--- src/rtl/xif_sig_pkg.sv ---
// Shared encodings and types for the signature coprocessor on the CV-X-IF.
package xif_sig_pkg;

    localparam logic [6:0] OPC_SIG   = 7'h0B;
    localparam logic [2:0] F3_SIGACC = 3'b000;
    localparam logic [2:0] F3_SIGRD  = 3'b001;
    localparam logic [2:0] F3_SIGCLR = 3'b010;

    // Queue payload; the id is kept beside it because its width is a parameter
    typedef struct packed {
        logic [2:0]  funct3;
        logic [4:0]  rd;
        logic [31:0] rs1;
    } sig_op_t;

    typedef enum logic {
        ST_WAIT = 1'b0,
        ST_RESP = 1'b1
    } state_e;

    function automatic logic [31:0] sig_rotxor(input logic [31:0] sig, input logic [31:0] rs1);
        return {sig[30:0], sig[31]} ^ rs1;
    endfunction

endpackage

--- src/rtl/xif_sig_coproc_if.sv ---
// Issue, commit and result channels between the CPU and the signature coprocessor.
interface xif_sig_coproc_if #(
    parameter int X_ID_WIDTH = 4
);
    logic                  issue_valid_i;
    logic                  issue_ready_o;
    logic [31:0]           issue_instr_i;
    logic [X_ID_WIDTH-1:0] issue_id_i;
    logic [31:0]           issue_rs0_i;
    logic [1:0]            issue_rs_valid_i;
    logic                  issue_accept_o;
    logic                  issue_writeback_o;
    logic                  commit_valid_i;
    logic [X_ID_WIDTH-1:0] commit_id_i;
    logic                  commit_kill_i;
    logic                  result_valid_o;
    logic                  result_ready_i;
    logic [X_ID_WIDTH-1:0] result_id_o;
    logic [31:0]           result_data_o;
    logic [4:0]            result_rd_o;
    logic                  result_we_o;

    modport master (
        output issue_valid_i, issue_instr_i, issue_id_i, issue_rs0_i, issue_rs_valid_i,
        output commit_valid_i, commit_id_i, commit_kill_i, result_ready_i,
        input  issue_ready_o, issue_accept_o, issue_writeback_o,
        input  result_valid_o, result_id_o, result_data_o, result_rd_o, result_we_o
    );

    modport slave (
        input  issue_valid_i, issue_instr_i, issue_id_i, issue_rs0_i, issue_rs_valid_i,
        input  commit_valid_i, commit_id_i, commit_kill_i, result_ready_i,
        output issue_ready_o, issue_accept_o, issue_writeback_o,
        output result_valid_o, result_id_o, result_data_o, result_rd_o, result_we_o
    );
endinterface

--- src/rtl/xif_sig_queue.sv ---
// In-order instruction FIFO whose entries collect commit/kill decisions by id match.
module xif_sig_queue
    import xif_sig_pkg::*;
#(
    parameter int DEPTH = 4,
    parameter int ID_W  = 4
) (
    input  logic            clk_i,
    input  logic            rst_i,
    input  logic            push_i,
    input  logic [ID_W-1:0] push_id_i,
    input  sig_op_t         push_op_i,
    input  logic            pop_i,
    input  logic            cmt_valid_i,
    input  logic [ID_W-1:0] cmt_id_i,
    input  logic            cmt_kill_i,
    output logic            full_o,
    output logic            head_vld_o,
    output logic            head_cmt_o,
    output logic            head_kill_o,
    output logic [ID_W-1:0] head_id_o,
    output sig_op_t         head_op_o
);
    localparam int AW = $clog2(DEPTH);

    logic [AW:0]       wr_ptr_q, wr_ptr_d, rd_ptr_q, rd_ptr_d, cnt;
    logic [ID_W-1:0]   id_q [DEPTH];
    logic [ID_W-1:0]   id_d [DEPTH];
    sig_op_t           op_q [DEPTH];
    sig_op_t           op_d [DEPTH];
    logic [DEPTH-1:0]  cmt_q, cmt_d, kill_q, kill_d, vld;
    logic [AW-1:0]     hidx, widx;
    logic              head_hit, push_hit;

    assign cnt  = wr_ptr_q - rd_ptr_q;
    assign hidx = rd_ptr_q[AW-1:0];
    assign widx = wr_ptr_q[AW-1:0];

    // An entry is live when its distance from the read pointer is below the fill count
    for (genvar g = 0; g < DEPTH; g++) begin : g_vld
        logic [AW-1:0] offs;
        assign offs   = AW'(g) - hidx;
        assign vld[g] = {1'b0, offs} < cnt;
    end

    assign full_o     = (wr_ptr_q[AW] != rd_ptr_q[AW]) && (widx == hidx);
    assign head_vld_o = (cnt != '0);
    assign head_id_o  = id_q[hidx];
    assign head_op_o  = op_q[hidx];
    // Bypass a same-cycle commit on the head so results can start one cycle earlier
    assign head_hit    = cmt_valid_i && (cmt_id_i == id_q[hidx]);
    assign head_cmt_o  = cmt_q[hidx] | head_hit;
    assign head_kill_o = head_hit ? cmt_kill_i : kill_q[hidx];
    assign push_hit    = cmt_valid_i && (cmt_id_i == push_id_i);

    always_comb begin
        wr_ptr_d = wr_ptr_q;
        rd_ptr_d = rd_ptr_q;
        id_d     = id_q;
        op_d     = op_q;
        cmt_d    = cmt_q;
        kill_d   = kill_q;
        for (int i = 0; i < DEPTH; i++) begin
            if (vld[i] && cmt_valid_i && (id_q[i] == cmt_id_i)) begin
                cmt_d[i]  = 1'b1;
                kill_d[i] = cmt_kill_i;
            end
        end
        if (push_i) begin
            id_d[widx]   = push_id_i;
            op_d[widx]   = push_op_i;
            cmt_d[widx]  = push_hit;
            kill_d[widx] = push_hit && cmt_kill_i;
            wr_ptr_d     = wr_ptr_q + 1'b1;
        end
        if (pop_i) rd_ptr_d = rd_ptr_q + 1'b1;
    end

    always_ff @(posedge clk_i) begin
        id_q <= id_d;
        op_q <= op_d;
        if (rst_i) begin
            wr_ptr_q <= '0;
            rd_ptr_q <= '0;
            cmt_q    <= '0;
            kill_q   <= '0;
        end else begin
            wr_ptr_q <= wr_ptr_d;
            rd_ptr_q <= rd_ptr_d;
            cmt_q    <= cmt_d;
            kill_q   <= kill_d;
        end
    end

endmodule

--- src/rtl/xif_sig_coproc.sv ---
// Signature coprocessor: decodes SIGACC/SIGRD/SIGCLR, queues them, executes in order after commit.
module xif_sig_coproc
    import xif_sig_pkg::*;
#(
    parameter int DEPTH      = 4,
    parameter int X_ID_WIDTH = 4
) (
    input  logic            clk_i,
    input  logic            rst_i,
    xif_sig_coproc_if.slave xif
);
    logic [6:0]            opcode;
    logic [2:0]            funct3;
    logic                  is_sig, issue_ready, push, pop, unused_bits;
    logic                  q_full, head_vld, head_cmt, head_kill;
    logic [X_ID_WIDTH-1:0] head_id;
    sig_op_t               head_op, push_op;
    state_e                state_q, state_d;
    logic [31:0]           sig_q, sig_d, res_data_q, res_data_d, res_sig_q, res_sig_d;
    logic [X_ID_WIDTH-1:0] res_id_q, res_id_d;
    logic [4:0]            res_rd_q, res_rd_d;
    logic                  res_we_q, res_we_d;

    assign opcode      = xif.issue_instr_i[6:0];
    assign funct3      = xif.issue_instr_i[14:12];
    assign unused_bits = ^{xif.issue_instr_i[31:15], xif.issue_rs_valid_i[1]};
    assign is_sig      = (opcode == OPC_SIG) &&
                         (funct3 == F3_SIGACC || funct3 == F3_SIGRD || funct3 == F3_SIGCLR);

    // Foreign instructions are never stalled; ours wait for space and, for SIGACC, rs1
    assign issue_ready = !is_sig ||
                         (!q_full && (funct3 != F3_SIGACC || xif.issue_rs_valid_i[0]));
    assign push        = xif.issue_valid_i && issue_ready && is_sig;
    assign push_op     = '{funct3: funct3, rd: xif.issue_instr_i[11:7], rs1: xif.issue_rs0_i};

    assign xif.issue_ready_o     = issue_ready;
    assign xif.issue_accept_o    = is_sig;
    assign xif.issue_writeback_o = is_sig && (funct3 != F3_SIGCLR);

    xif_sig_queue #(.DEPTH(DEPTH), .ID_W(X_ID_WIDTH)) u_queue (
        .clk_i       (clk_i),
        .rst_i       (rst_i),
        .push_i      (push),
        .push_id_i   (xif.issue_id_i),
        .push_op_i   (push_op),
        .pop_i       (pop),
        .cmt_valid_i (xif.commit_valid_i),
        .cmt_id_i    (xif.commit_id_i),
        .cmt_kill_i  (xif.commit_kill_i),
        .full_o      (q_full),
        .head_vld_o  (head_vld),
        .head_cmt_o  (head_cmt),
        .head_kill_o (head_kill),
        .head_id_o   (head_id),
        .head_op_o   (head_op)
    );

    always_comb begin
        state_d    = state_q;
        pop        = 1'b0;
        sig_d      = sig_q;
        res_id_d   = res_id_q;
        res_data_d = res_data_q;
        res_rd_d   = res_rd_q;
        res_we_d   = res_we_q;
        res_sig_d  = res_sig_q;
        case (state_q)
            ST_WAIT: begin
                if (head_vld && head_cmt) begin
                    if (head_kill) begin
                        pop = 1'b1;
                    end else begin
                        res_id_d = head_id;
                        res_rd_d = head_op.rd;
                        case (head_op.funct3)
                            F3_SIGACC: begin
                                res_sig_d  = sig_rotxor(sig_q, head_op.rs1);
                                res_data_d = sig_rotxor(sig_q, head_op.rs1);
                                res_we_d   = 1'b1;
                            end
                            F3_SIGRD: begin
                                res_sig_d  = sig_q;
                                res_data_d = sig_q;
                                res_we_d   = 1'b1;
                            end
                            default: begin
                                res_sig_d  = '0;
                                res_data_d = '0;
                                res_we_d   = 1'b0;
                            end
                        endcase
                        state_d = ST_RESP;
                    end
                end
            end
            ST_RESP: begin
                // The signature only moves once the CPU has taken the result
                if (xif.result_ready_i) begin
                    sig_d   = res_sig_q;
                    pop     = 1'b1;
                    state_d = ST_WAIT;
                end
            end
        endcase
    end

    always_ff @(posedge clk_i) begin
        if (rst_i) begin
            state_q    <= ST_WAIT;
            sig_q      <= '0;
            res_id_q   <= '0;
            res_data_q <= '0;
            res_rd_q   <= '0;
            res_we_q   <= 1'b0;
            res_sig_q  <= '0;
        end else begin
            state_q    <= state_d;
            sig_q      <= sig_d;
            res_id_q   <= res_id_d;
            res_data_q <= res_data_d;
            res_rd_q   <= res_rd_d;
            res_we_q   <= res_we_d;
            res_sig_q  <= res_sig_d;
        end
    end

    assign xif.result_valid_o = (state_q == ST_RESP);
    assign xif.result_id_o    = res_id_q;
    assign xif.result_data_o  = res_data_q;
    assign xif.result_rd_o    = res_rd_q;
    assign xif.result_we_o    = res_we_q;

endmodule

--- src/flat_wrapper.sv ---
// flat-port wrapper written by rule: the top's interface ports become plain ports
module xif_sig_coproc_flat import xif_sig_pkg::*;
#(
    parameter int DEPTH      = 4,
    parameter int X_ID_WIDTH = 4
)
  (clk_i, rst_i, xif_issue_valid_i, xif_issue_instr_i, xif_issue_id_i, xif_issue_rs0_i, xif_issue_rs_valid_i, xif_commit_valid_i, xif_commit_id_i, xif_commit_kill_i, xif_result_ready_i, xif_issue_ready_o, xif_issue_accept_o, xif_issue_writeback_o, xif_result_valid_o, xif_result_id_o, xif_result_data_o, xif_result_rd_o, xif_result_we_o);
  xif_sig_coproc_if #(.X_ID_WIDTH(X_ID_WIDTH)) xif_i ();
  input  logic clk_i;
  input  logic rst_i;
  input wire logic [$bits(xif_i.issue_valid_i)-1:0] xif_issue_valid_i;
  input wire logic [$bits(xif_i.issue_instr_i)-1:0] xif_issue_instr_i;
  input wire logic [$bits(xif_i.issue_id_i)-1:0] xif_issue_id_i;
  input wire logic [$bits(xif_i.issue_rs0_i)-1:0] xif_issue_rs0_i;
  input wire logic [$bits(xif_i.issue_rs_valid_i)-1:0] xif_issue_rs_valid_i;
  input wire logic [$bits(xif_i.commit_valid_i)-1:0] xif_commit_valid_i;
  input wire logic [$bits(xif_i.commit_id_i)-1:0] xif_commit_id_i;
  input wire logic [$bits(xif_i.commit_kill_i)-1:0] xif_commit_kill_i;
  input wire logic [$bits(xif_i.result_ready_i)-1:0] xif_result_ready_i;
  output wire logic [$bits(xif_i.issue_ready_o)-1:0] xif_issue_ready_o;
  output wire logic [$bits(xif_i.issue_accept_o)-1:0] xif_issue_accept_o;
  output wire logic [$bits(xif_i.issue_writeback_o)-1:0] xif_issue_writeback_o;
  output wire logic [$bits(xif_i.result_valid_o)-1:0] xif_result_valid_o;
  output wire logic [$bits(xif_i.result_id_o)-1:0] xif_result_id_o;
  output wire logic [$bits(xif_i.result_data_o)-1:0] xif_result_data_o;
  output wire logic [$bits(xif_i.result_rd_o)-1:0] xif_result_rd_o;
  output wire logic [$bits(xif_i.result_we_o)-1:0] xif_result_we_o;
  assign xif_i.issue_valid_i = xif_issue_valid_i;
  assign xif_i.issue_instr_i = xif_issue_instr_i;
  assign xif_i.issue_id_i = xif_issue_id_i;
  assign xif_i.issue_rs0_i = xif_issue_rs0_i;
  assign xif_i.issue_rs_valid_i = xif_issue_rs_valid_i;
  assign xif_i.commit_valid_i = xif_commit_valid_i;
  assign xif_i.commit_id_i = xif_commit_id_i;
  assign xif_i.commit_kill_i = xif_commit_kill_i;
  assign xif_i.result_ready_i = xif_result_ready_i;
  assign xif_issue_ready_o = xif_i.issue_ready_o;
  assign xif_issue_accept_o = xif_i.issue_accept_o;
  assign xif_issue_writeback_o = xif_i.issue_writeback_o;
  assign xif_result_valid_o = xif_i.result_valid_o;
  assign xif_result_id_o = xif_i.result_id_o;
  assign xif_result_data_o = xif_i.result_data_o;
  assign xif_result_rd_o = xif_i.result_rd_o;
  assign xif_result_we_o = xif_i.result_we_o;
  xif_sig_coproc #(.DEPTH(DEPTH), .X_ID_WIDTH(X_ID_WIDTH)) u_core (.clk_i(clk_i), .rst_i(rst_i), .xif(xif_i));
endmodule
--- config.mk ---
export PLATFORM = sky130hd
export DESIGN_NAME = xif_sig_coproc_flat
export DESIGN_NICKNAME = d
export VERILOG_FILES = /design/src/rtl/xif_sig_pkg.sv /design/src/rtl/xif_sig_coproc_if.sv /design/src/rtl/xif_sig_queue.sv /design/src/rtl/xif_sig_coproc.sv /design/src/flat_wrapper.sv
export SDC_FILE = /design/constraint.sdc
export NUM_CORES = 1
export LEC_CHECK = 0
export BUFFER_PORTS_ARGS = -buffer_cell sky130_fd_sc_hd__buf_4
export CAP_MARGIN = 0
export CORE_ASPECT_RATIO = 0.75
export CORE_MARGIN = 1
export CORE_UTILIZATION = 55
export CTS_BUF_LIST = sky130_fd_sc_hd__clkbuf_8
export DETAILED_ROUTE_END_ITERATION = 8
export PLACE_DENSITY = 0.79
export SKIP_LAST_GASP = 1
export SLEW_MARGIN = 20
export SYNTH_ARGS = -nofsm -noshare
export SYNTH_HDL_FRONTEND = slang
export SYNTH_SLANG_ARGS = --single-unit
--- constraint.sdc ---
create_clock -name clk_i -period 3.87 [get_ports clk_i]
set_input_delay 0.774 -clock clk_i [delete_from_list [all_inputs] [get_ports clk_i]]
set_output_delay 0.774 -clock clk_i [all_outputs]
set_load 0.02 [all_outputs]
## Word-level counts from Yosys, hierarchy flattened

Cells that the tools add are included.

- Add/subtract/negate cells: 7
- Magnitude comparators: 10
- Eq/ne operators: 13
- Mux-type cells: 41
- Bitwise gates (word level): 6
- Reductions and logical operators: 33

Operators by type and width:

| kind | number |
|---|---|
| 160-bit bitwise mux | 1 |
| 40-bit 2-to-1 mux | 3 |
| 40-bit binary-select mux with 2-bit select | 1 |
| 40-bit demux with 2-bit select | 1 |
| 32-bit one-hot mux with 2 select lines | 1 |
| 32-bit XOR | 1 |
| 4-bit == test | 6 |
| 1-bit logical AND | 20 |
| 4-bit 2-to-1 mux | 5 |
| 1-bit 2-to-1 mux | 19 |
| 16-bit bitwise mux | 1 |
| 2-bit by 3-bit less-than comparator with 1-bit output | 4 |
| 4-bit binary-select mux with 2-bit select | 1 |
| 4-bit bitwise mux | 2 |
| 4-bit demux with 2-bit select | 1 |
| 7-bit by 4-bit == test with 1-bit output (second input constant) | 1 |
| 3-bit by 1-bit adder with 3-bit output (second input constant) | 2 |
| 3-bit by 1-bit == test with 1-bit output (second input constant) | 2 |
| 3-bit greater-or-equal comparator (second input constant) | 2 |
| 3-bit logical NOT | 2 |
| 2-bit by 3-bit less-than comparator with 1-bit output (second input constant) | 2 |
| 2-bit NOT with 3-bit output | 2 |
| 3-bit nonzero test | 2 |
| 1-bit binary-select mux with 2-bit select | 2 |
| other kinds (18) | 26 |

- Bits in registers: 265
- Logic and storage cells: 136

## Depth between registers and ports, before layout

Gate-level depths: netlist (run 1).

- Depth after elaboration: 10
- Mapped depth: 13
- Gate-level depth less buffers: 12

## Hierarchy

A second synthesis (run 1) with hierarchy kept.

- Cells, all modules: 760
- Area, all modules: 11035.6 µm²

By module, submodules not included:

| module | instances | cells an instance | area each (µm²) | sequential area each (µm²) |
|---|---|---|---|---|
| xif_sig_queue | 1 | 386 | 7627.3 | 5565.3 |
| xif_sig_coproc | 1 | 374 | 3408.3 | 1501.4 |

## Least setup slack after synthesis (run 1)

OpenSTA, ideal clock, no wires.

- Path type: reg2reg
- Start point: register u_core.u_queue.rd_ptr_q[1]
- End point: register u_core.u_queue.id_q[10] in the netlist's numbering, enable pin
- Library setup time: 0.407 ns
- Arrival time: 3.370 ns
- Data required time: 3.463 ns
- Path slack: 0.092 ns
- Cell stages (with the launch flop): 9
- Clock period less this slack: 3.778 ns
- Path through: dfxtp_1 buf_2 buf_1 buf_1 inv_1 ha_1 a32oi_1 and3_1 and2_1

- Longest elaborated chain between the ends: 7

Ends and longest elaborated chain:

| item | line | RTL |
|---|---|---|
| from (decl) | xif_sig_queue.sv:26 | `logic [AW:0] wr_ptr_q, wr_ptr_d, rd_ptr_q, rd_ptr_d, cnt;` |
| from (signal assigned) | xif_sig_queue.sv:89 | `rd_ptr_q <= rd_ptr_d;` |
| 2-bit == test | xif_sig_queue.sv:46 | `assign full_o = (wr_ptr_q[AW] != rd_ptr_q[AW]) && (widx == hidx);` |
| 1-bit logical AND | xif_sig_queue.sv:46 |  |
| 1-bit logical NOT | xif_sig_coproc.sv:32 | `(!q_full && (funct3 != F3_SIGACC \|\| xif.issue_rs_valid_i[0]));` |
| 1-bit logical AND | xif_sig_coproc.sv:32 |  |
| 1-bit logical OR | xif_sig_coproc.sv:31 | `assign issue_ready = !is_sig \|\|` |
| 1-bit logical AND (2 in series) | xif_sig_coproc.sv:33 | `assign push = xif.issue_valid_i && issue_ready && is_sig;` |
| to (signal assigned) | xif_sig_queue.sv:80 | `id_q <= id_d;` |
| to (decl) | xif_sig_queue.sv:27 | `logic [ID_W-1:0] id_q [DEPTH];` |

Every way passes these cells.
A chain may end at the register's enable or synchronous reset.

## Worst setup path in the final report (run 1)

- Start point: register u_core.u_queue.rd_ptr_q[0]
- End point: register u_core.res_data_q[30] (netlist: u_core.xif.result_data_o[30])

- Longest elaborated chain between the ends: 9
- Elaborated cells on any way between the ends: 24
- Classes of those cells: 1 x add/sub; 2 x eq/ne; 12 x mux; 4 x bitwise; 5 x reduce/logical

Ends and longest elaborated chain:

| item | line | RTL |
|---|---|---|
| 2-bit NOT with 3-bit output (implied by the code) | xif_sig_queue.sv:49, xif_sig_queue.sv:51 |  |
| 4-bit binary-select mux with 2-bit select | xif_sig_queue.sv:51 | `assign head_hit = cmt_valid_i && (cmt_id_i == id_q[hidx]);` |
| 4-bit 2-to-1 mux (implied by the code) (2 in series) | xif_sig_queue.sv:51 |  |
| 4-bit == test | xif_sig_queue.sv:51 |  |
| 1-bit logical AND | xif_sig_queue.sv:51 |  |
| 1-bit OR / 1-bit 2-to-1 mux (equally long branches) | xif_sig_queue.sv:52, xif_sig_queue.sv:53 |  |
| 1-bit logical AND / 1-bit NOT (equally long branches) | - |  |
| 3-bit AND reduction (no line) | - |  |
| to (signal assigned) | xif_sig_coproc.sv:120 | `res_data_q <= res_data_d;` |
| to (decl) | xif_sig_coproc.sv:19 | `logic [31:0] sig_q, sig_d, res_data_q, res_data_d, res_sig_q, res_sig_d;` |

Parallel ways exist; a longest one is shown, timed or not. The select of a mux whose other input is x is not followed.

==> results of run 1 <==
==> through the flow <==
step / area, sq um / setup slack, ns / instances
2_1_floorplan: 11120 / 0.09240 / 777
3_3_place_gp: 12180 / 0.8067 / 1100
3_5_place_dp: 12180 / 0.8080 / 1100
4_1_cts: 12990 / 0.7681 / 1173
5_1_grt: 12990 / 0.5832 / 1174
6_report: 12990 / 0.7794 / 1174
==> critical path, delay by kind of cell (launching register included) <==
family          cells  cell delay (ns)
buf+inv             1             0.48
mux                 2             0.83
xor+xnor            1             0.22
flops               1             0.75
compound gates      3             0.70
==> cell families after synthesis <==
| group | after synthesis |
|---|---|
| AND/OR/NAND/NOR | 130 |
| multiplexers | 52 |
| AO/OA/AOI/OAI | 186 |
| adder cells (fa/ha/maj) | 15 |
| flip-flops | 265 |
| buffers and inverters | 69 |
| XOR/XNOR | 60 |
==> sequential cells by signal, indices dropped and copies added (netlist names), 4 cells and up <==
name,count
u_core.xif.result_data_o,32
u_core.xif.result_id_o,4
u_core.u_queue.op_q,160
u_core.sig_q,32
u_core.u_queue.cmt_q,4
u_core.u_queue.kill_q,4
u_core.u_queue.id_q,16
u_core.xif.result_rd_o,5
==> routing by layer <==
layer / share of wire (%) / vias up / routed length [microns]
li1: - / 3167 / -
met3: 6.6 / 29 / 1583
met4: 1.6 / 0 / 382
met2: 46 / 235 / 10850
met1: 46 / 3454 / 11020
met5: 0 / - / 0
==> power breakdown <==
group / total [mW] / switching [mW] / internal, mW
Combinational: 0.123 / 0.0697 / 0.0535
Clock: 2.28 / 1.04 / 1.24
Sequential: 3.01 / 0.000186 / 3.01
Total: 5.42 / 1.11 / 4.30
==> cells in the final DEF (no fill, tap or decap), types with 7 or more instances in the layout <==
cell        n
buf_4     120
clkbuf_8   47
nor3_1      7
inv_1      32
xor2_1     49
o21ai_0    14
nand2_1    70
mux4_2     43
nor2_1     12
edfxtp_1  176
a22oi_1    32
xnor2_1    10
nand3_1    11
dfxtp_1    87
ha_1       14
a211oi_2   31
a21oi_1    92
==> cell type report <==
cell class | instances | area share (%)
clock buffers | 47 | 4.979
well taps | 253 | 2.437
inverters | 14 | 0.4045
multi-input cells | 443 | 28.79
flip-flops and latches | 265 | 54.44
repair buffers | 125 | 7.705
diodes | 1 | 0.01926
clock inverters | 26 | 1.233
==> worst min path at each step <==
stage | from | to | slack, ns | cells after the start
6_report | xif_issue_instr_i[8] | u_core.u_queue.op_q[33]$_DFFE_PP_ | 0.45 | 1
5_1_grt | xif_issue_instr_i[11] | u_core.u_queue.op_q[156]$_DFFE_PP_ | 0.42 | 1
4_1_cts | xif_issue_instr_i[8] | u_core.u_queue.op_q[153]$_DFFE_PP_ | 0.43 | 1
3_5_place_dp | u_core.xif.result_data_o[18]$_SDFFE_PP0P_ | u_core.sig_q[18]$_SDFFE_PP0P_ | 0.46 | 2
3_3_place_gp | u_core.xif.result_data_o[31]$_SDFFE_PP0P_ | u_core.sig_q[31]$_SDFFE_PP0P_ | 0.46 | 2
2_1_floorplan | u_core.u_queue.kill_q[3]$_SDFF_PP0_ | u_core.u_queue.kill_q[3]$_SDFF_PP0_ | 0.44 | 2
==> cells in the mapped netlist, types with 2 or more instances <==
library cell	n
nand3_1	11
nand3b_1	5
clkbuf_1	33
mux4_2	43
a211oi_2	31
ha_1	14
nor2_1	12
nand2_1	70
o2111ai_1	4
a211oi_1	2
buf_2	8
nor3_1	7
o21a_1	4
buf_6	6
buf_4	3
mux2i_1	6
dfxtp_1	89
edfxtp_1	176
o21ai_0	14
nand2b_1	3
a22oi_1	32
buf_1	5
a21oi_1	92
nor2b_1	2
xor2_1	49
and3_1	6
xnor2_1	10
and2_1	6
inv_1	14
==> reports/results.txt, run 1 <==
Final Skew -> 0.02526 ns
Worst slew margin -> 39.44%
status -> finished, violations left
Worst VDD drop -> 0.3244 mV
remaining antenna violation count -> 0
Worst-Margin Slew -> 0.9001 ns
crit path DAT -> 3.53 ns
#FFs+latches synth -> 265
core footprint -> 0.01960 sq mm
Util after Layout -> 66.29%
Crit path required time -> 4.31 ns
Max-Cap Viols -> 0
worst hold margin -> 0.4465 ns
largest family of logic cells by synthesized area -> compound AO/OA/AOI/OAI gates
Area Overhead vs Synth -> 16.87%
Worst Setup EP -> u_core.xif.result_data_o[30]$_SDFFE_PP0P_
input/output buffers -> 107
post-CTS setup buffer count -> 0
cell count after synthesis -> 777
Die Ht -> 125.1 microns
Top FF cell, synth -> edfxtp_1
Async SR Flop Fraction -> 0%
mux cell area share after synthesis -> 9.613%
clock-pin slew of the registers on the worst-case setup and hold paths -> 0.06 ns
CP Class -> reg -> reg
R2R Path End -> u_core.xif.result_data_o[30]$_SDFFE_PP0P_
# clock sinks -> 265
post-route clock period utilization -> 79.86%
critical-path cell list -> mux4_2 -> xnor2_1 -> o2111ai_2 -> mux2i_4 -> buf_4 -> a21oi_1 -> a211oi_2
final WL -> 23,830 microns
Overflow after GRT -> 0
initial antenna violation count -> 1
Seq. cell area -> 0.007072 sq mm
M3 GR Usage -> 4.368%
share of the synthesized area in the top cell type -> 47.55%
Initial DRT Pass Iterations -> 7
Vias/cell -> 5.865
share of post-route cells with drive strength above 1 -> 29.02%
Power Density -> 417.1 mW/mm^2
fillers -> 1,395
met2 Track Usage GR -> 36.11%
r2r setup slk -> 0.78 ns
vias in the first global route -> 6,952
DRC Markers -> 5
maximum number of pins on one net before global-route repair -> 55
largest area contributor in the netlist -> edfxtp_1
Syn Nets -> 872
FF-to-FF path depth -> 7
Post-CTS Resized -> 0
global-route wire length before repair -> 37,850 microns
Clk Latency, worst-skew pair -> 0.53 ns
Post-Synth Simple-Gate Area -> 5.527%
GRT Overall Usage -> 23.37%
P_leak -> 4.476 nW
synthesized area -> 0.01112 sq mm
crit path capture type -> register
synth warn -> 0
register area share after synthesis -> 63.57%
HP Class -> in -> reg
H-tree levels -> 2
GRT Max-Usage Layer -> met2
Compound-Gate Fraction of Synth Area -> 11.75%
Pwr Total -> 5.418 mW
met1 Use GR -> 34.08%
final hold vios -> 0
post-synthesis adder-cell area fraction -> 1.756%
Initial Util -> 56.72%
source of the critical timing path -> u_core.u_queue.rd_ptr_q[0]$_SDFFE_PP0P_
DIE AREA -> 0.02079 sq mm
DP Wirelength -> 14,890 microns
Max Clock Freq -> 0.3236 GHz
Vias -> 6,885
final RePlAce weighted congestion -> 0.8482
failing checks -> DRC
Multi-input gate area -> 0.003740 sq mm
worst-path maximum fanout -> 41
num rows -> 44
Slew Viols, Final -> 0
Avg Cell Area, Syn -> 14.31 sq um
Post-synth EDFFs -> 176
min cycle time layout -> 3.091 ns
Root Buffer -> clkbuf_8
top cells by area, synth -> edfxtp_1 48%, dfxtp_1 16%, mux4_2 8.7%
Post-Synth XOR/XNOR Area -> 4.851%
die width -> 166.2 microns
Setup crit start kind -> register
setup TNS -> 0 ns
wire per inst -> 20.30 microns
Num CTS Buffers -> 40
1st-iter DRT viols -> 602
nets -> 984
final setup fails -> 0
CTS tree -> yes
Clock Tree Buf Depth -> 3
slowest stage cell, crit path -> dfxtp_4
distinct cell type count after synthesis -> 49
io pins -> 126
max incr delay on CP -> 0.75 ns
reg2reg start -> u_core.u_queue.rd_ptr_q[0]$_SDFFE_PP0P_
RSZ-0062 raised after global routing -> false
hold buffer count at cts -> 0
Power figures use the tool's default switching activity.
==> run 2: changes to the inputs <==
- CORE_UTILIZATION: 55 -> 60
- PLACE_DENSITY: 0.79 -> 0.82
- clock period: 3.87 -> 3.05 ns (I/O delays scaled with it)
==> reports/results.txt, run 2 (synthesized netlist as in run 1, its figures left out) <==
Post-CTS Resized -> 0 (unchanged)
H-tree levels -> 2 (unchanged)
share of post-route cells with drive strength above 1 -> 29.73% (+0.71 points)
final hold vios -> 0 (unchanged)
Worst VDD drop -> 0.3569 mV (+10%)
Vias -> 7,061 (+2.6%)
Metal-1 WL -> 10,200 microns (-7.4%)
post-route clock period utilization -> 91.55% (+12 points)
vias in the first global route -> 7,337 (+5.5%)
Clock Tree Buf Depth -> 3 (unchanged)
global-route wire length before repair -> 38,410 microns (+1.5%)
min cycle time layout -> 2.792 ns (-0.2984 ns)
GRT Overall Usage -> 26.12% (+2.8 points)
DRC Markers -> 0 (-5)
Vias/cell -> 6.051 (+3.2%)
final RePlAce weighted congestion -> 0.8920 (+5.2%)
critical-path cell list -> mux4_2 -> xnor2_1 -> o2111ai_2 -> mux2_4 -> nor2_4 -> buf_4 -> a211oi_2
Area Overhead vs Synth -> 16.91% (about the same)
final instance area -> 0.01300 sq mm (about the same)
Max Clock Freq -> 0.3581 GHz (+11%)
1st-iter DRT viols -> 679 (+13%)
remaining antenna violation count -> 0 (unchanged)
diode count -> 0 (-1)
nets -> 991 (+0.71%)
final setup fails -> 0 (unchanged)
Buf/Inv on CP -> 1 (unchanged)
worst hold margin -> 0.2758 ns (-0.1708 ns)
io pins -> 126 (unchanged)
Root Buffer -> clkbuf_8
reg2reg start -> u_core.u_queue.rd_ptr_q[0]$_SDFFE_PP0P_
Final Skew -> 0.01911 ns (-0.006153 ns)
worst-path maximum fanout -> 19 (-54%)
HP Class -> in -> reg
source of the critical timing path -> u_core.u_queue.rd_ptr_q[0]$_SDFFE_PP0P_
Placed Instance Area -> 0.01223 sq mm (+0.42%)
Slew Viols, Final -> 0 (unchanged)
CP Class -> reg -> reg
Final Non-Filler Cells -> 1,167 (-0.60%)
FF-to-FF path depth -> 7 (unchanged)
crit path DAT -> 3.18 ns (-0.35 ns)
CTS tree -> yes
Worst Setup EP -> u_core.xif.result_data_o[21]$_SDFFE_PP0P_
post-CTS setup buffer count -> 0 (unchanged)
Clk Latency, worst-skew pair -> 0.54 ns (about the same)
r2r setup slk -> 0.26 ns (-0.52 ns)
Top reg by flops -> u_core.u_queue.op_q
Initial Util -> 62.21% (+5.5 points)
Crit path required time -> 3.44 ns (-0.87 ns)
P_leak -> 4.482 nW (+0.13%)
wire per inst -> 20.88 microns (+2.9%)
initial antenna violation count -> 0 (-1)
status -> completed
leading cell type in the layout, fill and taps excluded -> edfxtp_1
Worst slew margin -> 70.22% (+31 points)
Setup crit start kind -> register
Overflow after GRT -> 0 (unchanged)
Worst-Margin Slew -> 0.4467 ns (-0.4533 ns)
max reg flops -> 160 (unchanged)
core footprint -> 0.01787 sq mm (-8.8%)
Top Family by Delay on Critical Path -> multiplexers
slowest stage cell, crit path -> mux4_2
fillers -> 1,147 (-18%)
RSZ-0062 raised after global routing -> false
WL met2 -> 11,610 microns (+7.1%)
hold buffer count at cts -> 0 (unchanged)
# clock sinks -> 265 (unchanged)
crit path capture type -> register
critical path depth -> 7 (unchanged)
R2R Path End -> u_core.xif.result_data_o[21]$_SDFFE_PP0P_
Pwr Total -> 6.764 mW (+25%)
Max-Cap Viols -> 0 (unchanged)
maximum number of pins on one net before global-route repair -> 65 (+18%)
final WL -> 24,370 microns (+2.2%)
max incr delay on CP -> 0.58 ns (-0.17 ns)
DIE AREA -> 0.01908 sq mm (-8.2%)
DP Wirelength -> 15,280 microns (+2.6%)
Die Ht -> 119.9 microns (-4.2%)
commonest cells after routing, fill and taps aside -> 176 x edfxtp_1, 126 x buf_4, 92 x a21oi_1
Post-Place Cells -> 1,096 (-0.36%)
clock-pin slew of the registers on the worst-case setup and hold paths -> 0.06 ns (about the same)
input/output buffers -> 107 (unchanged)
Power Density -> 520.5 mW/mm^2 (+25%)
setup TNS -> 0 ns (unchanged)
Initial DRT Pass Iterations -> 5 (-2)
top layer in use -> met4
Num CTS Buffers -> 40 (unchanged)
die width -> 159.2 microns (-4.2%)
num rows -> 42 (-4.5%)
metal3 WL -> 1978 microns (+25%)
run 2: metal layers:
metal | GRT usage (%) | vias to the layer above
met5 | 0 | -
met4 | 9.916 | 0
met3 | 5.427 | 47
met2 | 42.27 | 315
met1 | 35.21 | 3526
li1 | - | 3173
run 2: cell type report:
class | instances | area (sq um) | share of cell area (%)
sequential | 265 | 7072 | 54.42
multi-input combinational | 443 | 3740 | 28.78
timing repair buffer | 132 | 1066 | 8.203
clock buffer | 46 | 633.1 | 4.872
tap | 242 | 302.8 | 2.330
clock inverter | 25 | 128.9 | 0.9917
inverter | 14 | 52.55 | 0.4044
run 2: worst min path at each step:
stage / from / to / slack (ns) / cells past startpoint
final: xif_issue_rs0_i[5] / u_core.u_queue.op_q[5]$_DFFE_PP_ / 0.28 / 1
after global routing: xif_issue_instr_i[9] / u_core.u_queue.op_q[74]$_DFFE_PP_ / 0.25 / 1
after CTS: xif_issue_rs0_i[0] / u_core.u_queue.op_q[120]$_DFFE_PP_ / 0.25 / 1
after detailed placement: u_core.xif.result_data_o[31]$_SDFFE_PP0P_ / u_core.sig_q[31]$_SDFFE_PP0P_ / 0.47 / 2
after global placement: u_core.xif.result_data_o[7]$_SDFFE_PP0P_ / u_core.sig_q[7]$_SDFFE_PP0P_ / 0.45 / 2
after floorplan: u_core.u_queue.kill_q[3]$_SDFF_PP0_ / u_core.u_queue.kill_q[3]$_SDFF_PP0_ / 0.44 / 2
run 2: report_power, final:
group	internal [mW]	switching, mW	total (mW)
clock	1.46	1.32	2.78
combinational	0.0706	0.0881	0.159
sequential	3.82	0.000219	3.82
total	5.35	1.41	6.76
run 2: per-stage QoR:
step	setup slack [ns]	util (%)
after detailed placement	0.2692	68.47
after global routing	0.1134	72.73
after CTS	0.2586	72.73
after global placement	0.3541	68.47
final	0.2578	72.73
after floorplan	0.03606	-
run 2: worst register-to-register path, delay by kind of cell, from the launching register on:
kind,cells,cell delay (ns)
multiplexers,2,1.02
flip-flops,1,0.54
AO/OA/AOI/OAI,2,0.41
buffers and inverters,1,0.34
XOR/XNOR,1,0.24
AND/OR/NAND/NOR,1,0.11
==> run 3: changes to the inputs <==
- CAP_MARGIN: 0 -> not set
- REMOVE_ABC_BUFFERS: not set -> 1
==> reports/results.txt, run 3 (synthesized netlist as in run 1, its figures left out) <==
Final Skew -> 0.02681 ns (+0.007704 ns)
RSZ-0062 raised after global routing -> false
H-tree levels -> 2 (unchanged)
fillers -> 1,129 (-1.6%)
Final Non-Filler Cells -> 1,167 (unchanged)
final setup fails -> 0 (unchanged)
post-CTS setup buffer count -> 0 (unchanged)
Max Clock Freq -> 0.3452 GHz (-3.6%)
Die Ht -> 119.9 microns (unchanged)
DP Wirelength -> 15,660 microns (+2.5%)
DIE AREA -> 0.01908 sq mm (unchanged)
P_leak -> 4.481 nW (about the same)
Area Overhead vs Synth -> 17.01% (about the same)
slowest stage cell, crit path -> dfxtp_4
min cycle time layout -> 2.897 ns (+0.1047 ns)
Pint -> 5.420 mW (+1.2%)
final RePlAce weighted congestion -> 0.8954 (+0.38%)
remaining antenna violation count -> 0 (unchanged)
Placed Instance Area -> 0.01221 sq mm (-0.16%)
Util after Layout -> 72.79% (about the same)
CP Class -> reg -> reg
hold buffer count at cts -> 0 (unchanged)
max incr delay on CP -> 0.60 ns (+0.02 ns)
nets -> 989 (-0.20%)
clock-pin slew of the registers on the worst-case setup and hold paths -> 0.06 ns (about the same)
HP Class -> in -> reg
Logic pwr share -> 2.3% (about the same)
1st-iter DRT viols -> 715 (+5.3%)
Num CTS Buffers -> 39 (-2.5%)
Seq pwr share -> 55.7% (-0.8 points)
Crit path required time -> 3.45 ns (about the same)
worst-path maximum fanout -> 32 (+13)
crit path DAT -> 3.30 ns (+0.12 ns)
Initial DRT Pass Iterations -> 8 (+3)
final WL -> 25,610 microns (+5.1%)
sw frac -> 21.04% (+0.18 points)
commonest cells after routing, fill and taps aside -> 176 x edfxtp_1, 126 x buf_4, 92 x a21oi_1
Worst VDD drop -> 0.4410 mV (+24%)
io pins -> 126 (unchanged)
vias in the first global route -> 7,371 (+0.46%)
final hold vios -> 0 (unchanged)
diode count -> 0 (unchanged)
global-route wire length before repair -> 39,440 microns (+2.7%)
post-route clock period utilization -> 94.98% (+3.4 points)
# clock sinks -> 265 (unchanged)
Overflow after GRT -> 0 (unchanged)
critical-path cell list -> mux4_2 -> xnor2_1 -> o2111ai_2 -> mux2_4 -> nor2_4 -> buf_12 -> a211oi_1
num rows -> 42 (unchanged)
Worst slew margin -> 40.68% (-30 points)
final instance area -> 0.01301 sq mm (about the same)
Vias/cell -> 6.171 (+2.0%)
maximum number of pins on one net before global-route repair -> 36 (-45%)
power share of the clock group -> 42.0% (+0.8 points)
Post-CTS Resized -> 0 (unchanged)
core footprint -> 0.01787 sq mm (unchanged)
DRC Markers -> 0 (unchanged)
die width -> 159.2 microns (unchanged)
Initial Util -> 62.21% (unchanged)
crit path capture type -> register
Post-Place Cells -> 1,095 (-0.091%)
Clock Tree Buf Depth -> 3 (unchanged)
Vias -> 7,201 (+2.0%)
Slew Viols, Final -> 0 (unchanged)
max reg flops -> 160 (unchanged)
initial antenna violation count -> 0 (unchanged)
Top reg by flops -> u_core.u_queue.op_q
Clk Latency, worst-skew pair -> 0.54 ns (about the same)
Setup crit start kind -> register
Root Buffer -> clkbuf_8
input/output buffers -> 107 (unchanged)
share of post-route cells with drive strength above 1 -> 29.84% (+0.11 points)
Max-Cap Viols -> 0 (unchanged)
leading cell type in the layout, fill and taps excluded -> edfxtp_1
setup TNS -> 0 ns (unchanged)
GRT Overall Usage -> 27.20% (+1.1 points)
CTS tree -> yes
status -> completed
wire per inst -> 21.95 microns (+5.1%)
Power Density -> 527.8 mW/mm^2 (+1.4%)
worst hold margin -> 0.2715 ns (-0.004251 ns)
Worst-Margin Slew -> 0.8817 ns (+0.4350 ns)
net load switching power -> 1.444 mW (+2.4%)
-- run 3: worst paths after layout --
| path | from | endpoint | slack, ns | depth (start not counted) |
|---|---|---|---|---|
| max | u_core.u_queue.rd_ptr_q[0]$_SDFFE_PP0P_ | u_core.xif.result_data_o[31]$_SDFFE_PP0P_ | 0.15 | 7 |
| min | xif_issue_instr_i[10] | u_core.u_queue.op_q[115]$_DFFE_PP_ | 0.27 | 1 |
| max reg2reg | u_core.u_queue.rd_ptr_q[0]$_SDFFE_PP0P_ | u_core.xif.result_data_o[31]$_SDFFE_PP0P_ | 0.15 | 7 |
| min reg2reg | u_core.xif.result_data_o[15]$_SDFFE_PP0P_ | u_core.sig_q[15]$_SDFFE_PP0P_ | 0.48 | 2 |
-- run 3: metrics by stage --
step	total power, mW	worst slack [ns]
2_1_floorplan	3.927	-1.667
3_3_place_gp	4.046	0.2612
3_5_place_dp	4.056	0.1934
4_1_cts	6.900	0.1870
5_1_grt	7.074	0.01647
6_report	6.864	0.1531
-- run 3: metal layers --
| metal | wire length [microns] | GRT usage, % | vias up | share of wire [%] |
|---|---|---|---|---|
| met2 | 12270 | 42.93 | 369 | 48 |
| met3 | 2357 | 7.052 | 50 | 9.2 |
| met1 | 10520 | 37.15 | 3608 | 41 |
| met5 | 0 | 0 | - | 0 |
| li1 | - | - | 3174 | - |
| met4 | 465 | 9.135 | 0 | 1.8 |
-- run 3: final cells by class --
class,instances,area (sq um),area share [%]
clock buffers,45,619.3,4.762
clock inverters,27,173.9,1.337
repair buffers,131,1046,8.042
inverters,14,52.55,0.4040
well taps,242,302.8,2.328
flip-flops and latches,265,7072,54.37
multi-input cells,443,3740,28.75
-- run 3: worst max-delay path, delay by kind of cell, from the launching register on --
family | cells | cell delay [ns]
multiplexers | 2 | 1.05
XOR/XNOR | 1 | 0.25
buffers and inverters | 1 | 0.27
AO/OA/AOI/OAI | 2 | 0.41
flip-flops | 1 | 0.60
AND/OR/NAND/NOR | 1 | 0.16
-- run 3: power groups by stage --
stage                     clock network, mW  logic [mW]  registers [mW]
after floorplan                           0      0.0258            3.90
after global placement                    0       0.147            3.90
after detailed placement                  0       0.157            3.90
after CTS                              2.92       0.158            3.82
after global routing                   3.08       0.171            3.82
final                                  2.88       0.160            3.82
